<file path="config.mk">
export PLATFORM = sky130hd
export DESIGN_NAME = cdc_tx_arbiter_flat
export DESIGN_NICKNAME = d
export VERILOG_FILES = /design/src/rtl/cdc_tx_arbiter_if.sv /design/src/rtl/cdc_tx_arbiter.sv /design/src/flat_wrapper.sv
export SDC_FILE = /design/constraint.sdc
export NUM_CORES = 1
export LEC_CHECK = 0
export CAP_MARGIN = 10
export CELL_PAD_IN_SITES_DETAIL_PLACEMENT = 0
export CELL_PAD_IN_SITES_GLOBAL_PLACEMENT = 1
export CORE_MARGIN = 2
export CORE_UTILIZATION = 26
export CTS_CLUSTER_SIZE = 30
export DETAILED_ROUTE_END_ITERATION = 7
export GPL_TIMING_DRIVEN = 0
export PLACE_DENSITY = 0.78
export SLEW_MARGIN = 20
export SYNTH_ARGS = -nofsm -noshare
export SYNTH_HDL_FRONTEND = slang
export SYNTH_SLANG_ARGS = --single-unit
</file>
<file path="constraint.sdc">
create_clock -name clk -period 2 [get_ports clk]
set_input_delay 0.4 -clock clk [delete_from_list [all_inputs] [get_ports clk]]
set_output_delay 0.4 -clock clk [all_outputs]
set_load 0.01 [all_outputs]
</file>
<file path="src/rtl/cdc_tx_arbiter_if.sv">
// Requester/sampler-side bundle for cdc_tx_arbiter.
// The master modport is the requester/sampler side; the slave modport is the arbiter.
interface cdc_tx_arbiter_if #(
  parameter int unsigned NUM_REQ = 4,
  parameter int unsigned DW      = 32,
  parameter int unsigned IDW     = 2
);
  logic                   enable;
  logic [NUM_REQ-1:0]     req_valid;
  logic [NUM_REQ*DW-1:0]  req_data;
  logic [NUM_REQ-1:0]     req_ready;
  logic [DW-1:0]          din;
  logic                   din_en;
  logic [IDW-1:0]         din_id;
  logic                   busy;

  modport master (
    output enable, req_valid, req_data,
    input  req_ready, din, din_en, din_id, busy
  );

  modport slave (
    input  enable, req_valid, req_data,
    output req_ready, din, din_en, din_id, busy
  );
endinterface

</file>
<file path="src/rtl/cdc_tx_arbiter.sv">
// Slow-domain round-robin scheduler feeding one din/din_en sampler path.
// Each granted word is held with din_en high, then followed by a forced low gap.
module cdc_tx_arbiter #(
  parameter int unsigned NUM_REQ  = 4,
  parameter int unsigned DW       = 32,
  parameter int unsigned IDW      = 2,
  parameter int unsigned HOLD_CYC = 2,
  parameter int unsigned GAP_CYC  = 1
) (
  input  logic              clk,
  input  logic              rstn,
  cdc_tx_arbiter_if.slave   bus
);

  localparam int unsigned HCW = (HOLD_CYC > 1) ? $clog2(HOLD_CYC) : 1;
  localparam int unsigned GCW = (GAP_CYC > 1) ? $clog2(GAP_CYC) : 1;

  typedef enum logic [1:0] {
    S_IDLE = 2'd0,
    S_HOLD = 2'd1,
    S_GAP  = 2'd2
  } state_e;

  state_e             state_q, state_d;
  logic [IDW-1:0]     ptr_q, ptr_d;
  logic [HCW-1:0]     hold_cnt_q, hold_cnt_d;
  logic [GCW-1:0]     gap_cnt_q, gap_cnt_d;
  logic [DW-1:0]      din_q, din_d;
  logic [IDW-1:0]     din_id_q, din_id_d;
  logic               din_en_q, din_en_d;
  logic               busy_q, busy_d;

  logic [NUM_REQ-1:0] req_ready_c;
  logic               found_c;
  logic               grant_c;
  logic [IDW-1:0]     winner_c;
  logic [DW-1:0]      req_word [NUM_REQ];

  for (genvar g = 0; g < NUM_REQ; g++) begin : g_word
    assign req_word[g] = bus.req_data[g*DW +: DW];
  end

  // First valid requester at or after ptr, wrapping modulo NUM_REQ.
  always_comb begin
    found_c  = 1'b0;
    winner_c = '0;
    for (int unsigned k = 0; k < NUM_REQ; k++) begin
      if (!found_c && bus.req_valid[IDW'((32'(ptr_q) + k) % NUM_REQ)]) begin
        found_c  = 1'b1;
        winner_c = IDW'((32'(ptr_q) + k) % NUM_REQ);
      end
    end
  end

  // Reset is included so no accept pulse escapes while the block is held in reset.
  assign grant_c = (state_q == S_IDLE) && bus.enable && found_c && rstn;

  always_comb begin
    state_d     = state_q;
    ptr_d       = ptr_q;
    hold_cnt_d  = hold_cnt_q;
    gap_cnt_d   = gap_cnt_q;
    din_d       = din_q;
    din_id_d    = din_id_q;
    din_en_d    = din_en_q;
    busy_d      = busy_q;
    req_ready_c = '0;

    case (state_q)
      S_IDLE: begin
        din_en_d = 1'b0;
        busy_d   = 1'b0;
        if (grant_c) begin
          req_ready_c = NUM_REQ'(1) << winner_c;
          din_d       = req_word[winner_c];
          din_id_d    = winner_c;
          din_en_d    = 1'b1;
          busy_d      = 1'b1;
          hold_cnt_d  = HCW'(HOLD_CYC - 1);
          ptr_d       = (winner_c == IDW'(NUM_REQ - 1)) ? '0 : winner_c + IDW'(1);
          state_d     = S_HOLD;
        end
      end
      S_HOLD: begin
        busy_d = 1'b1;
        if (hold_cnt_q == '0) begin
          din_en_d  = 1'b0;
          gap_cnt_d = GCW'(GAP_CYC - 1);
          state_d   = S_GAP;
        end else begin
          hold_cnt_d = hold_cnt_q - HCW'(1);
        end
      end
      S_GAP: begin
        din_en_d = 1'b0;
        busy_d   = 1'b1;
        if (gap_cnt_q == '0) begin
          busy_d  = 1'b0;
          state_d = S_IDLE;
        end else begin
          gap_cnt_d = gap_cnt_q - GCW'(1);
        end
      end
      default: begin
        din_en_d = 1'b0;
        busy_d   = 1'b0;
        state_d  = S_IDLE;
      end
    endcase
  end

  always_ff @(posedge clk or negedge rstn) begin
    if (!rstn) begin
      state_q    <= S_IDLE;
      ptr_q      <= '0;
      hold_cnt_q <= '0;
      gap_cnt_q  <= '0;
      din_q      <= '0;
      din_id_q   <= '0;
      din_en_q   <= 1'b0;
      busy_q     <= 1'b0;
    end else begin
      state_q    <= state_d;
      ptr_q      <= ptr_d;
      hold_cnt_q <= hold_cnt_d;
      gap_cnt_q  <= gap_cnt_d;
      din_q      <= din_d;
      din_id_q   <= din_id_d;
      din_en_q   <= din_en_d;
      busy_q     <= busy_d;
    end
  end

  assign bus.req_ready = req_ready_c;
  assign bus.din       = din_q;
  assign bus.din_en    = din_en_q;
  assign bus.din_id    = din_id_q;
  assign bus.busy      = busy_q;

endmodule

</file>
<file path="src/flat_wrapper.sv">
// flat-port wrapper written by rule: the top's interface ports become plain ports
module cdc_tx_arbiter_flat 
#(
  parameter int unsigned NUM_REQ  = 4,
  parameter int unsigned DW       = 32,
  parameter int unsigned IDW      = 2,
  parameter int unsigned HOLD_CYC = 2,
  parameter int unsigned GAP_CYC  = 1
)
  (clk, rstn, bus_enable, bus_req_valid, bus_req_data, bus_req_ready, bus_din, bus_din_en, bus_din_id, bus_busy);
  cdc_tx_arbiter_if #(.NUM_REQ(NUM_REQ), .DW(DW), .IDW(IDW)) bus_i ();
  input  logic clk;
  input  logic rstn;
  input wire logic [$bits(bus_i.enable)-1:0] bus_enable;
  input wire logic [$bits(bus_i.req_valid)-1:0] bus_req_valid;
  input wire logic [$bits(bus_i.req_data)-1:0] bus_req_data;
  output wire logic [$bits(bus_i.req_ready)-1:0] bus_req_ready;
  output wire logic [$bits(bus_i.din)-1:0] bus_din;
  output wire logic [$bits(bus_i.din_en)-1:0] bus_din_en;
  output wire logic [$bits(bus_i.din_id)-1:0] bus_din_id;
  output wire logic [$bits(bus_i.busy)-1:0] bus_busy;
  assign bus_i.enable = bus_enable;
  assign bus_i.req_valid = bus_req_valid;
  assign bus_i.req_data = bus_req_data;
  assign bus_req_ready = bus_i.req_ready;
  assign bus_din = bus_i.din;
  assign bus_din_en = bus_i.din_en;
  assign bus_din_id = bus_i.din_id;
  assign bus_busy = bus_i.busy;
  cdc_tx_arbiter #(.NUM_REQ(NUM_REQ), .DW(DW), .IDW(IDW), .HOLD_CYC(HOLD_CYC), .GAP_CYC(GAP_CYC)) u_core (.clk(clk), .rstn(rstn), .bus(bus_i));
endmodule
</file>
==> summary.txt <==
Worst setup path
  • CP Data Required Time: approximately 1600 ps
  • Worst Path Arrival: 1820 ps
  • Setup crit end kind: output pin
  • Worst-path fanout max: 4
  • CP Launch Type: register
  • Critical path type: register to output pin

Routing
  • Final wirelength: just over 9000 um
  • Antenna viol nets, final: 0
  • DRT Pass-1 Iters: 4
  • DR vias: 2610
  • DRT iter0 DRCs: 67
  • Average vias per placed instance: roughly 4.6
  • DRC: 0
  • WL/cell: around 16 um

Synthesis
  • Top cell type by total area after synthesis: dfrtp_1
  • Largest cells by area after synthesis: dfrtp_1 39%, mux2i_1 24%, o221ai_2 11%
  • Yosys reg bits: 41
  • Yosys cell types: 32
  • Main synth FF type: dfrtp_1
  • Synth warn: 0
  • Synth top area share: 39.2%
  • Syn nets: 367
  • Most common cell in the netlist: mux2i_1
  • Synth Area per Inst: roughly 11 um^2
  • Post-synth top cells: 64 x mux2i_1, 43 x nand2_1, 41 x dfrtp_1, 20 x o221ai_2, 13 x o221ai_1
  • Post-synth EDFFs: 0
  • Mapped Area: 0.00262 mm^2
  • Synth async-reset ratio: 100%
  • Syn Inst Count: approximately 230
  • Sequential area share after synthesis: ~39%

STA
  • Clock Skew: around 4.9 ps
  • Hold Vio Cnt, Final: 0
  • Post-route clock period utilization: 111%
  • Fin crit period: approximately 2200 ps
  • Highest clock rate: 451 MHz
  • Final WS setup: -217 ps
  • Final setup vio count: 4
  • Slew Limit Fails: 0
  • RSZ-0062 raised after global routing: true
  • Slew @ Worst Pin: ~690 ps
  • Slew margin rel.: a little over half

Outcome
  • Status: complete, but fails checks
  • Failing checks: setup timing

Pwr
  • Maximum VDD drop: 0.451 mV
  • Pwr dens: roughly 1100 mW/mm^2
  • LEAKAGE: between 2 and 2.5 nW
  • Post-route total power: 5.24 mW

Layout
  • Area Overhead vs Synth: 86.7%
  • Multi-input gate area: around 0.0015 mm^2
  • Flip-flop and latch area: between 0.001 and 0.0015 mm^2
  • Final Net Count: around 570
  • Fill cell count: 941
  • Design Area, Final: between 0.004 and 0.005 mm^2
  • Diodes inserted: 0
  • Share of layout cells above drive strength 1: approximately a fifth

CTS
  • CTS tree: yes
  • Num CTS Buffers: 5
  • H-tree levels: 2
  • CTS root buf: clkbuf_8
  • Clock sink count: a little over 40
  • Clock Latency Late Sink: 290 ps
  • Clock tree buffer depth: 2
  • Clock transition at path regs: about 80 ps

Placement
  • IO Port Bufs: roughly 170
  • Placer Congestion: between 0.7 and 0.8
  • DP HPWL: a little over 7000 um
  • Placed cell area: 0.00454 mm^2

Floorplanning
  • Die area: 0.0109 mm^2
  • I/O pins: 175
  • Cell Rows: 36
  • Die Wd: 104 um
  • Core area: slightly below 0.01 mm^2
  • Die H: approximately 100 um
  • Starting Density: between 20% and 30%

GRT
  • Number of global-route vias before repair: 2840
  • Antenna violations before repair: 0
  • Largest net degree at the start of global routing: 28
  • First-pass GRT wire length: between 10000 and 15000 um
  • Total GRT Usage: between 10% and 20%
  • Remaining Overflow, GRT: 0

Min path
  • Worst Hold Class: input port to async pin

Job
  • Max-Cap Viols: 0
==> logic make-up (layout without fill, tap and decap cells) <==
kind of cell | count (synthesis) | count (layout) | share of synthesized area [%]
AO/OA/AOI/OAI | 42 | 42 | 18.2
adder cells (fa/ha/maj) | 1 | 1 | 0.478
buffers and inverters | 24 | 225 | 7.27
flip-flops | 41 | 41 | 39.2
multiplexers | 64 | 64 | 24.5
AND/OR/NAND/NOR | 59 | 59 | 10.3
==> cell type report <==
type	count	area share [%]
plain buffers	16	3.33
well taps	133	3.41
clock inverters	1	0.615
multi-input cells	166	30.2
flip-flops and latches	41	21.0
repair buffers	196	39.1
inverters	5	0.487
clock buffers	7	1.77
==> cells in the final DEF (no fill, tap or decap), types with 2 or more instances in the layout <==
master           instances
buf_12                   3
clkbuf_2                 2
inv_4                    2
mux2i_1                 61
buf_4                   23
clkdlybuf4s15_1          2
nor2_1                   6
clkdlybuf4s50_1        165
clkbuf_4                 3
buf_8                    4
mux2i_2                  3
nand2_1                 43
o21ai_0                  2
clkbuf_1                 2
inv_1                    3
clkbuf_8                 6
o221ai_1                12
o221ai_2                20
dfrtp_1                 40
buf_6                    3
buf_2                    3
==> layer usage <==
| layer | GRT usage [%] | vias up | wire (um) |
|---|---|---|---|
| met5 | 0 | - | 0 |
| met2 | 31.1 | 90 | 4800 |
| met3 | 4.64 | 12 | 534 |
| met1 | 19.4 | 1250 | 3810 |
| li1 | - | 1258 | - |
| met4 | 3.57 | 0 | 121 |
==> worst max-delay path: stages, from the launching register on <==
cell and delay, ps:
dfrtp_2 450, nor2b_4 120, nor2_1 40, o22a_2 280
buf_12 140, buf_12 120, ha_4 140, and2_4 130
buf_6 110
==> repair_timing <==
| action | in CTS | in global routing |
|---|---|---|
| pin swaps | 11 | 8 |
| setup buffers | 15 | 5 |
| hold endpoints to repair | 0 | 15 |
| setup endpoints to repair | 37 | 36 |
| hold buffers | 0 | 1 |
| resized for setup | 39 | 18 |
==> path summary, 6_finish.rpt <==
path	start	end	slack [ps]	depth (start not counted)
worst min register to register	u_core.bus.din_id[0]	u_core.bus.din_id[0]	480	2
worst min-delay path	rstn	u_core.bus.din_id[1]	70	2
max in group asynchronous	rstn	u_core.ptr_q[1]	840	2
worst max register to register	u_core.ptr_q[1]	u_core.bus.din[6]	60	8
worst max-delay path	u_core.ptr_q[0]	bus_req_ready[3]	-220	8
min in group clk	u_core.bus.din_id[0]	u_core.bus.din_id[0]	480	2
==> sequential cells by signal (all words and copies together), names as in the netlist <==
name               count
u_core.ptr_q           2
u_core.bus.din_en      1
u_core.bus.din_id      2
u_core.bus.din        32
u_core.state_q         2
u_core.hold_cnt_q      1
u_core.bus.busy        1
==> report_power, final <==
part	internal, mW	switching [mW]
logic	1.77	1.34
registers	1.21	0.218
clock network	0.408	0.298
total	3.38	1.86
==> stage by stage <==
stage                     util [%]  cells  setup slack [ps]  hold slack (ps)  setup TNS, ps
after floorplan                  -    231              85.5              104              0
after global placement        46.3    538             -2480              461        -107130
after detailed placement      46.4    539             -1070              344         -17230
after CTS                     49.3    561              -301             20.1          -1030
after global routing          49.9    565              -294             54.8          -1410
final                         49.9    565              -217             66.0           -717
(Power assumes the default switching activity.)
